==> src/rtl/adc_seq_pkg.sv <==
// Shared constants for the ADC scan sequencer: register map, CSR bit indices, FSM states.
package adc_seq_pkg;

  localparam logic [5:0] AddrCtrl   = 6'h00;
  localparam logic [5:0] AddrStatus = 6'h01;
  localparam logic [5:0] AddrIrqEn  = 6'h02;
  localparam logic [5:0] AddrMaxSeq = 6'h03;
  localparam logic [5:0] AddrTstamp = 6'h04;

  // Paged regions are selected by MMS_address[5:4]; [3:0] is the slot index.
  localparam logic [1:0] PageChMap  = 2'b01;
  localparam logic [1:0] PageResult = 2'b10;

  localparam int unsigned CtrlEn        = 0;
  localparam int unsigned CtrlCont      = 1;
  localparam int unsigned CtrlTrigSelLo = 2;

  localparam int unsigned StatDone    = 0;
  localparam int unsigned StatOverrun = 1;
  localparam int unsigned StatChErr   = 2;

  typedef enum logic [1:0] {
    StIdle,
    StRun,
    StWaitResp
  } seq_state_e;

endpackage

==> src/rtl/adc_scan_sequencer_if.sv <==
// Command stream, ADC response stream and CSR slave bundled for the scan sequencer.
interface adc_scan_sequencer_if #(
  parameter int unsigned CH_W   = 5,
  parameter int unsigned DATA_W = 12
);
  logic              chout_ready;
  logic              chout_valid;
  logic [CH_W-1:0]   chout_data;
  logic              chout_startofpacket;
  logic              chout_endofpacket;

  logic              resp_valid;
  logic [DATA_W-1:0] resp_data;
  logic [CH_W-1:0]   resp_channel;
  logic              resp_startofpacket;
  logic              resp_endofpacket;

  logic              MMS_read;
  logic              MMS_write;
  logic [5:0]        MMS_address;
  logic [31:0]       MMS_writedata;
  logic [31:0]       MMS_readdata;

  modport slave (
    input  chout_ready,
    output chout_valid, chout_data, chout_startofpacket, chout_endofpacket,
    input  resp_valid, resp_data, resp_channel, resp_startofpacket, resp_endofpacket,
    input  MMS_read, MMS_write, MMS_address, MMS_writedata,
    output MMS_readdata
  );

  modport master (
    output chout_ready,
    input  chout_valid, chout_data, chout_startofpacket, chout_endofpacket,
    output resp_valid, resp_data, resp_channel, resp_startofpacket, resp_endofpacket,
    output MMS_read, MMS_write, MMS_address, MMS_writedata,
    input  MMS_readdata
  );
endinterface

==> src/rtl/adc_seq_result_bank.sv <==
// Double-buffered sample storage: responses land in a shadow bank, commit copies it whole.
module adc_seq_result_bank #(
  parameter int unsigned DEPTH  = 8,
  parameter int unsigned DATA_W = 12
) (
  input  logic              clk,
  input  logic              reset_n,
  input  logic              wr_en,
  input  logic [3:0]        wr_idx,
  input  logic [DATA_W-1:0] wr_data,
  input  logic              commit,
  input  logic [3:0]        rd_idx,
  output logic [DATA_W-1:0] rd_data
);

  logic [DATA_W-1:0] shadow_q [DEPTH];
  logic [DATA_W-1:0] result_q [DEPTH];

  always_ff @(posedge clk or negedge reset_n) begin
    if (!reset_n) begin
      for (int i = 0; i < int'(DEPTH); i++) begin
        shadow_q[i] <= '0;
        result_q[i] <= '0;
      end
    end else begin
      for (int i = 0; i < int'(DEPTH); i++) begin
        if (wr_en && wr_idx == 4'(i)) shadow_q[i] <= wr_data;
        // A beat written in the commit cycle goes straight into the result bank.
        if (commit) result_q[i] <= (wr_en && wr_idx == 4'(i)) ? wr_data : shadow_q[i];
      end
    end
  end

  always_comb begin
    rd_data = '0;
    for (int i = 0; i < int'(DEPTH); i++) begin
      if (rd_idx == 4'(i)) rd_data = result_q[i];
    end
  end

endmodule

==> src/rtl/adc_scan_sequencer.sv <==
// ADC scan sequencer: issues a channel list per trigger and double-buffers the samples.
// Optional feature: define ADC_SEQ_TIMESTAMP_EN for the trigger timestamp register.
module adc_scan_sequencer
  import adc_seq_pkg::*;
#(
  parameter int unsigned SEQ_DEPTH = 8,
  parameter int unsigned CH_W      = 5,
  parameter int unsigned DATA_W    = 12,
  parameter int unsigned TRIG_N    = 2
) (
  input  logic              clk,
  input  logic              reset_n,
  input  logic [TRIG_N-1:0] trig_in,
  output logic              irq_out,
  adc_scan_sequencer_if.slave bus
);

  localparam logic [3:0] MaxSlot = 4'(SEQ_DEPTH - 1);

  logic [3:0]        ctrl_q;
  logic [2:0]        status_q, status_d, status_set, status_clr;
  logic [2:0]        irq_en_q;
  logic [3:0]        maxseq_q;
  logic [CH_W-1:0]   ch_map_q [SEQ_DEPTH];
  logic [TRIG_N-1:0] trig_prev_q;
  logic              irq_q;
  seq_state_e        state_q;
  logic [3:0]        slot_q;
  logic [4:0]        resp_ctr_q;

  logic [1:0]        trig_sel;
  logic              trig_edge;
  logic              en_next;
  logic [4:0]        resp_idx;
  logic              resp_store;
  logic              commit;
  logic [CH_W-1:0]   cmd_ch, exp_ch;
  logic [DATA_W-1:0] bank_rd_data;
  logic [31:0]       ts_rdata;
  logic [3:0]        wr_maxseq;

  logic unused_bits;
  assign unused_bits = ^{bus.MMS_read, bus.MMS_writedata[31:4]};

  assign trig_sel = ctrl_q[CtrlTrigSelLo +: 2];
  // Clearing EN takes effect on the write's own clock edge.
  assign en_next  = (bus.MMS_write && bus.MMS_address == AddrCtrl) ? bus.MMS_writedata[CtrlEn]
                                                                    : ctrl_q[CtrlEn];

  always_comb begin
    trig_edge = 1'b0;
    for (int i = 0; i < int'(TRIG_N); i++) begin
      if (trig_sel == 2'(i)) trig_edge = trig_in[i] & ~trig_prev_q[i];
    end
  end

  assign resp_idx   = bus.resp_startofpacket ? 5'd0 : resp_ctr_q;
  assign resp_store = bus.resp_valid && (state_q != StIdle) && (resp_idx <= {1'b0, maxseq_q});
  assign commit     = (state_q == StWaitResp) && bus.resp_valid && bus.resp_endofpacket;

  always_comb begin
    cmd_ch = '0;
    exp_ch = '0;
    for (int i = 0; i < int'(SEQ_DEPTH); i++) begin
      if (slot_q == 4'(i))   cmd_ch = ch_map_q[i];
      if (resp_idx == 5'(i)) exp_ch = ch_map_q[i];
    end
  end

  always_comb begin
    status_set = '0;
    status_set[StatDone]    = commit;
    status_set[StatOverrun] = trig_edge && (state_q != StIdle);
    status_set[StatChErr]   = resp_store && (bus.resp_channel != exp_ch);
    status_clr = (bus.MMS_write && bus.MMS_address == AddrStatus) ? bus.MMS_writedata[2:0]
                                                                   : 3'b000;
    status_d   = (status_q & ~status_clr) | status_set;
  end

  assign wr_maxseq = (bus.MMS_writedata[3:0] > MaxSlot) ? MaxSlot : bus.MMS_writedata[3:0];

  always_ff @(posedge clk or negedge reset_n) begin
    if (!reset_n) begin
      ctrl_q      <= '0;
      status_q    <= '0;
      irq_en_q    <= '0;
      maxseq_q    <= '0;
      trig_prev_q <= '0;
      irq_q       <= 1'b0;
      for (int i = 0; i < int'(SEQ_DEPTH); i++) ch_map_q[i] <= '0;
    end else begin
      trig_prev_q <= trig_in;
      status_q    <= status_d;
      irq_q       <= |(status_q & irq_en_q);
      if (bus.MMS_write) begin
        case (bus.MMS_address)
          AddrCtrl:   ctrl_q   <= bus.MMS_writedata[3:0];
          AddrIrqEn:  irq_en_q <= bus.MMS_writedata[2:0];
          AddrMaxSeq: maxseq_q <= wr_maxseq;
          default: ;
        endcase
        for (int i = 0; i < int'(SEQ_DEPTH); i++) begin
          if (bus.MMS_address == {PageChMap, 4'(i)}) ch_map_q[i] <= bus.MMS_writedata[CH_W-1:0];
        end
      end
    end
  end

  always_ff @(posedge clk or negedge reset_n) begin
    if (!reset_n) begin
      state_q    <= StIdle;
      slot_q     <= '0;
      resp_ctr_q <= '0;
    end else if (!en_next) begin
      state_q    <= StIdle;
      slot_q     <= '0;
      resp_ctr_q <= '0;
    end else begin
      if (resp_store) resp_ctr_q <= resp_idx + 5'd1;
      case (state_q)
        StIdle: begin
          if (trig_edge && ctrl_q[CtrlEn]) begin
            state_q    <= StRun;
            slot_q     <= '0;
            resp_ctr_q <= '0;
          end
        end
        StRun: begin
          if (bus.chout_ready) begin
            if (slot_q >= maxseq_q) begin
              slot_q  <= '0;
              state_q <= StWaitResp;
            end else begin
              slot_q <= slot_q + 4'd1;
            end
          end
        end
        StWaitResp: begin
          if (commit) begin
            resp_ctr_q <= '0;
            state_q    <= ctrl_q[CtrlCont] ? StRun : StIdle;
          end
        end
        default: state_q <= StIdle;
      endcase
    end
  end

  assign bus.chout_valid         = (state_q == StRun);
  assign bus.chout_data          = cmd_ch;
  assign bus.chout_startofpacket = (slot_q == 4'd0);
  assign bus.chout_endofpacket   = (slot_q == maxseq_q);
  assign irq_out                 = irq_q;

  adc_seq_result_bank #(
    .DEPTH  (SEQ_DEPTH),
    .DATA_W (DATA_W)
  ) u_bank (
    .clk     (clk),
    .reset_n (reset_n),
    .wr_en   (resp_store),
    .wr_idx  (resp_idx[3:0]),
    .wr_data (bus.resp_data),
    .commit  (commit),
    .rd_idx  (bus.MMS_address[3:0]),
    .rd_data (bank_rd_data)
  );

`ifdef ADC_SEQ_TIMESTAMP_EN
  logic [31:0] cycle_cnt_q, ts_cap_q, ts_q;
  logic        trig_accept;

  assign trig_accept = (state_q == StIdle) && trig_edge && ctrl_q[CtrlEn] && en_next;

  always_ff @(posedge clk or negedge reset_n) begin
    if (!reset_n) begin
      cycle_cnt_q <= '0;
      ts_cap_q    <= '0;
      ts_q        <= '0;
    end else begin
      cycle_cnt_q <= cycle_cnt_q + 32'd1;
      if (trig_accept) ts_cap_q <= cycle_cnt_q;
      if (commit)      ts_q     <= ts_cap_q;
    end
  end
  assign ts_rdata = ts_q;
`else
  assign ts_rdata = '0;
`endif

  always_comb begin
    bus.MMS_readdata = '0;
    case (bus.MMS_address)
      AddrCtrl:   bus.MMS_readdata = 32'(ctrl_q);
      AddrStatus: bus.MMS_readdata = 32'(status_q);
      AddrIrqEn:  bus.MMS_readdata = 32'(irq_en_q);
      AddrMaxSeq: bus.MMS_readdata = 32'(maxseq_q);
      AddrTstamp: bus.MMS_readdata = ts_rdata;
      default: ;
    endcase
    if (bus.MMS_address[5:4] == PageChMap) begin
      for (int i = 0; i < int'(SEQ_DEPTH); i++) begin
        if (bus.MMS_address[3:0] == 4'(i)) bus.MMS_readdata = 32'(ch_map_q[i]);
      end
    end
    if (bus.MMS_address[5:4] == PageResult) bus.MMS_readdata = 32'(bank_rd_data);
  end

endmodule
==> src/flat_wrapper.sv <==
// flat-port wrapper written by rule: the top's interface ports become plain ports
module adc_scan_sequencer_flat import adc_seq_pkg::*;
#(
  parameter int unsigned SEQ_DEPTH = 8,
  parameter int unsigned CH_W      = 5,
  parameter int unsigned DATA_W    = 12,
  parameter int unsigned TRIG_N    = 2
)
  (clk, reset_n, trig_in, irq_out, bus_chout_ready, bus_chout_valid, bus_chout_data, bus_chout_startofpacket, bus_chout_endofpacket, bus_resp_valid, bus_resp_data, bus_resp_channel, bus_resp_startofpacket, bus_resp_endofpacket, bus_MMS_read, bus_MMS_write, bus_MMS_address, bus_MMS_writedata, bus_MMS_readdata);
  adc_scan_sequencer_if #(.CH_W(CH_W), .DATA_W(DATA_W)) bus_i ();
  input  logic clk;
  input  logic reset_n;
  input  logic [TRIG_N-1:0] trig_in;
  output logic irq_out;
  input wire logic [$bits(bus_i.chout_ready)-1:0] bus_chout_ready;
  output wire logic [$bits(bus_i.chout_valid)-1:0] bus_chout_valid;
  output wire logic [$bits(bus_i.chout_data)-1:0] bus_chout_data;
  output wire logic [$bits(bus_i.chout_startofpacket)-1:0] bus_chout_startofpacket;
  output wire logic [$bits(bus_i.chout_endofpacket)-1:0] bus_chout_endofpacket;
  input wire logic [$bits(bus_i.resp_valid)-1:0] bus_resp_valid;
  input wire logic [$bits(bus_i.resp_data)-1:0] bus_resp_data;
  input wire logic [$bits(bus_i.resp_channel)-1:0] bus_resp_channel;
  input wire logic [$bits(bus_i.resp_startofpacket)-1:0] bus_resp_startofpacket;
  input wire logic [$bits(bus_i.resp_endofpacket)-1:0] bus_resp_endofpacket;
  input wire logic [$bits(bus_i.MMS_read)-1:0] bus_MMS_read;
  input wire logic [$bits(bus_i.MMS_write)-1:0] bus_MMS_write;
  input wire logic [$bits(bus_i.MMS_address)-1:0] bus_MMS_address;
  input wire logic [$bits(bus_i.MMS_writedata)-1:0] bus_MMS_writedata;
  output wire logic [$bits(bus_i.MMS_readdata)-1:0] bus_MMS_readdata;
  assign bus_i.chout_ready = bus_chout_ready;
  assign bus_chout_valid = bus_i.chout_valid;
  assign bus_chout_data = bus_i.chout_data;
  assign bus_chout_startofpacket = bus_i.chout_startofpacket;
  assign bus_chout_endofpacket = bus_i.chout_endofpacket;
  assign bus_i.resp_valid = bus_resp_valid;
  assign bus_i.resp_data = bus_resp_data;
  assign bus_i.resp_channel = bus_resp_channel;
  assign bus_i.resp_startofpacket = bus_resp_startofpacket;
  assign bus_i.resp_endofpacket = bus_resp_endofpacket;
  assign bus_i.MMS_read = bus_MMS_read;
  assign bus_i.MMS_write = bus_MMS_write;
  assign bus_i.MMS_address = bus_MMS_address;
  assign bus_i.MMS_writedata = bus_MMS_writedata;
  assign bus_MMS_readdata = bus_i.MMS_readdata;
  adc_scan_sequencer #(.SEQ_DEPTH(SEQ_DEPTH), .CH_W(CH_W), .DATA_W(DATA_W), .TRIG_N(TRIG_N)) u_core (.clk(clk), .reset_n(reset_n), .trig_in(trig_in), .irq_out(irq_out), .bus(bus_i));
endmodule
==> config.mk <==
export PLATFORM = sky130hd
export DESIGN_NAME = adc_scan_sequencer_flat
export DESIGN_NICKNAME = d
export VERILOG_FILES = /design/src/rtl/adc_seq_pkg.sv /design/src/rtl/adc_scan_sequencer_if.sv /design/src/rtl/adc_seq_result_bank.sv /design/src/rtl/adc_scan_sequencer.sv /design/src/flat_wrapper.sv
export SDC_FILE = /design/constraint.sdc
export NUM_CORES = 1
export LEC_CHECK = 0
export CORE_ASPECT_RATIO = 1.1
export CORE_MARGIN = 5
export CORE_UTILIZATION = 55
export DETAILED_ROUTE_END_ITERATION = 6
export HOLD_SLACK_MARGIN = 0.02
export PLACE_DENSITY = 0.83
export SLEW_MARGIN = 20
export SYNTH_ARGS = -nofsm -noshare
export SYNTH_HDL_FRONTEND = slang
export SYNTH_SLANG_ARGS = --single-unit
==> constraint.sdc <==
create_clock -name clk -period 3.5 [get_ports clk]
set_input_delay 0.35 -clock clk [delete_from_list [all_inputs] [get_ports clk]]
set_output_delay 0.35 -clock clk [all_outputs]
set_load 0.02 [all_outputs]
==> results.json <==
{
  "fin_nets": 1271,
  "dpl.cell_count": 1461,
  "fmax_mhz": 295,
  "antenna_cells": 0,
  "dieArea_um2": 26400,
  "yosys_warnings": 0,
  "switching_share_pct": 25.5,
  "skew_ns": 0.0103,
  "met1_usage_pct": 33.8,
  "cp.required_ns": 3.15,
  "pre_cts_ws_ns": -0.0729,
  "ios": 106,
  "stdcell_count": 1510,
  "htreeDepth": 1,
  "antenna_found_initial": 1,
  "synth-edff-count": 0,
  "synth_top_area_share_pct": 50.9,
  "synth-compound-area-share_pct": 12.0,
  "vias_per_cell": 6.24,
  "post-route-period-util_pct": 96.8,
  "grt_use_met3_pct": 4.30,
  "synthSimpleGateAreaFrac_pct": 8.21,
  "gr-usage-met2_pct": 44.2,
  "critPathMaxFanout": 9,
  "port_buffers": 57,
  "cts.sinks": 260,
  "drt.antenna.violating_nets": 0,
  "maxCapViolCount": 0,
  "die_w_um": 155,
  "firstDrtPassIters": 5,
  "grt_pass1_wl_mm": 54.7,
  "synth_cell_type_count": 67,
  "critical_path_class": "primary input to output port",
  "synthXorXnorAreaFrac_pct": 0.480,
  "cp-end-kind": "output port",
  "wl_mm": 34.7,
  "setup_tns_ns": 0,
  "timing.hold.ws_ns": 0.299,
  "vdd_drop_max_v": 0.000438,
  "postSynthAreaPerCell_um2": 11.6,
  "synth_top_family_by_area": "multiplexers",
  "critPathSlowestCell": "clkdlybuf4s50_1",
  "slew_headroom_pct": 50.8,
  "gp_congestion": 0.966,
  "cts_buffers": 27,
  "p_switching_mw": 1.85,
  "cellLeakagePower_nw": 7.33,
  "status": "finished clean",
  "layout-drive-gt1-share_pct": 31.4,
  "clkTransAtPathRegs_ns": 0.06,
  "clockBufferDepth": 3,
  "cts_tree": "built",
  "grt.busiest_layer": "met2",
  "setup_viol": 0,
  "ys_seq_elements": 260,
  "seq_area_frac_synth_pct": 50.9,
  "core-area_um2": 22900,
  "root_buffer": "clkbuf_16",
  "slew_violations": 0,
  "worstPathCellList": "clkdlybuf4s50_1 > nand2b_1 > buf_4 > nor2_1 > buf_4 > a221oi_1 > o21a_1 > a311oi_2 > clkdlybuf4s50_1",
  "p_per_area_nw_per_um2": 481,
  "start_kind": "primary input",
  "ys_top_cells_by_count": "260 x dfrtp_1, 239 x mux2_2, 71 x a21oi_1",
  "pwr-share-comb_pct": 11.7,
  "power_frac_seq_pct": 46.2,
  "yosysMostFrequentCell": "dfrtp_1",
  "area_growth_pct": 17.8,
  "syn_inst": 1100,
  "drt_iter0_markers": 695,
  "synthMuxAreaShare_pct": 22.4,
  "cp_top_family": "buffers and inverters",
  "min_path_type": "primary input to register",
  "grt_max_degree": 98,
  "wire_per_inst_um": 23.0,
  "placementRows": 58,
  "die_h_um": 170,
  "yosys-top-cells-area": "dfrtp_1 51%, mux2_2 21%, a21oi_1 2.8%, nand2_1 1.9%, o21ai_0 1.7%",
  "synth_top_area_cell": "dfrtp_1",
  "synth_area_um2": 12800,
  "fin_ws_ns": 0.112,
  "async_flop_share_pct": 100,
  "track_usage_pct": 26.3,
  "route.detailed.drc": 0,
  "crit_arrival_ns": 3.04,
  "via_count": 9427,
  "period_needed_ns": 3.39,
  "clkPwrFrac_pct": 42.1,
  "synthAdderAreaFrac_pct": 1.37,
  "hold_violations": 0,
  "cp_slowest_stage_delay_ns": 0.67,
  "tightest_slew_ns": 0.733,
  "dp_hpwl_mm": 23.5,
  "fill_cells": 1675,
  "intPower_mw": 5.39,
  "ys.flop_type": "dfrtp_1",
  "crit_buf_inv": 4,
  "start_util_pct": 55.9,
  "grt_pass1_vias": 9750,
  "overflow": 0,
  "clkLatencyLatePin_ns": 0.54
}
-- worst paths after layout --
kind	start	endpoint	slack [ns]	cells past startpoint
hold reg to reg	u_core.u_bank.shadow_q[77]	u_core.u_bank.shadow_q[77]	0.49	1
hold / removal	trig_in[1]	u_core.trig_prev_q[1]	0.30	1
setup / recovery	bus_MMS_address[1]	bus_MMS_readdata[3]	0.11	9
max in group asynchronous	reset_n	u_core.ch_map_q[6]	2.14	3
setup reg to reg	u_core.resp_ctr_q[1]	u_core.u_bank.result_q[84]	0.49	11
min in group asynchronous	reset_n	u_core.ch_map_q[35]	0.41	2
-- metrics by stage --
stage	util (%)	cell area [µm²]	power, mW
finish	65.8	15000	7.24
global route	65.8	15000	7.51
CTS	65.6	15000	7.26
global placement	61.3	14000	4.19
floorplan	-	12800	3.83
detailed placement	61.3	14000	4.22
-- placed cells by master (no fill, tap or decap), drive strengths merged, types with 16 or more instances in the layout --
master         count
dfrtp            260
clkbuf            31
nor2              53
o22ai             19
mux2i             16
a22oi             20
inv               30
buf               76
o21ai             47
mux2             240
nand2             65
conb              20
a21oi             71
clkdlybuf4s50     41
-- sequential cells by signal (all words and copies together) (netlist names) --
signal,flops
u_core.irq_en_q,3
u_core.u_bank.shadow_q,96
u_core.state_q,2
u_core.trig_prev_q,2
u_core.u_bank.result_q,96
u_core.irq_out,1
u_core.ch_map_q,40
u_core.maxseq_q,4
u_core.ctrl_q,4
u_core.status_q,3
u_core.slot_q,4
u_core.resp_ctr_q,5
-- area by class of cell --
| type | count | area (µm²) | share of cell area [%] |
|---|---|---|---|
| Clock buffer | 31 | 721 | 4.79 |
| Clock inverter | 16 | 219 | 1.46 |
| Inverter | 27 | 101 | 0.674 |
| Multi-Input combinational cell | 744 | 5810 | 38.6 |
| Sequential cell | 260 | 6510 | 43.2 |
| Tap cell | 300 | 375 | 2.49 |
| Timing Repair Buffer | 132 | 1320 | 8.76 |
-- power groups by stage --
stage	clock [mW]	combinational (mW)	sequential, mW
final	3.05	0.849	3.34
after global routing	3.23	0.925	3.35
after CTS	3.08	0.848	3.33
after detailed placement	0	0.836	3.38
after global placement	0	0.811	3.38
after floorplan	0	0.511	3.32
-- per-layer routing --
metal / share of wire [%] / routed length, µm
met3: 7.1 / 2460
met5: 0 / 0
met4: 4.7 / 1620
met1: 39 / 13600
met2: 49 / 17100
-- timing repair --
item | in CTS | in global routing
hold buffers | 1 | 0
setup buffers | 0 | 1
cloned | 0 | 0
resized for setup | 10 | 15
endpoints found under the hold margin | 80 | 0
pin swaps | 0 | 0
setup endpoints to repair | 13 | 14
-- cells by family (layout without fill, tap and decap cells) --
family                     Yosys count  in the layout
xor gates and xnor gates             7              7
AOI/OAI and AO/OA                  236            236
adders and majority gates           14             14
buffers and inverters              115            206
and+or+nand+nor                    211            211
muxes                              256            256
other                                1             20
DFF                                260            260
Note: power is estimated with default switching activity, not from simulation.
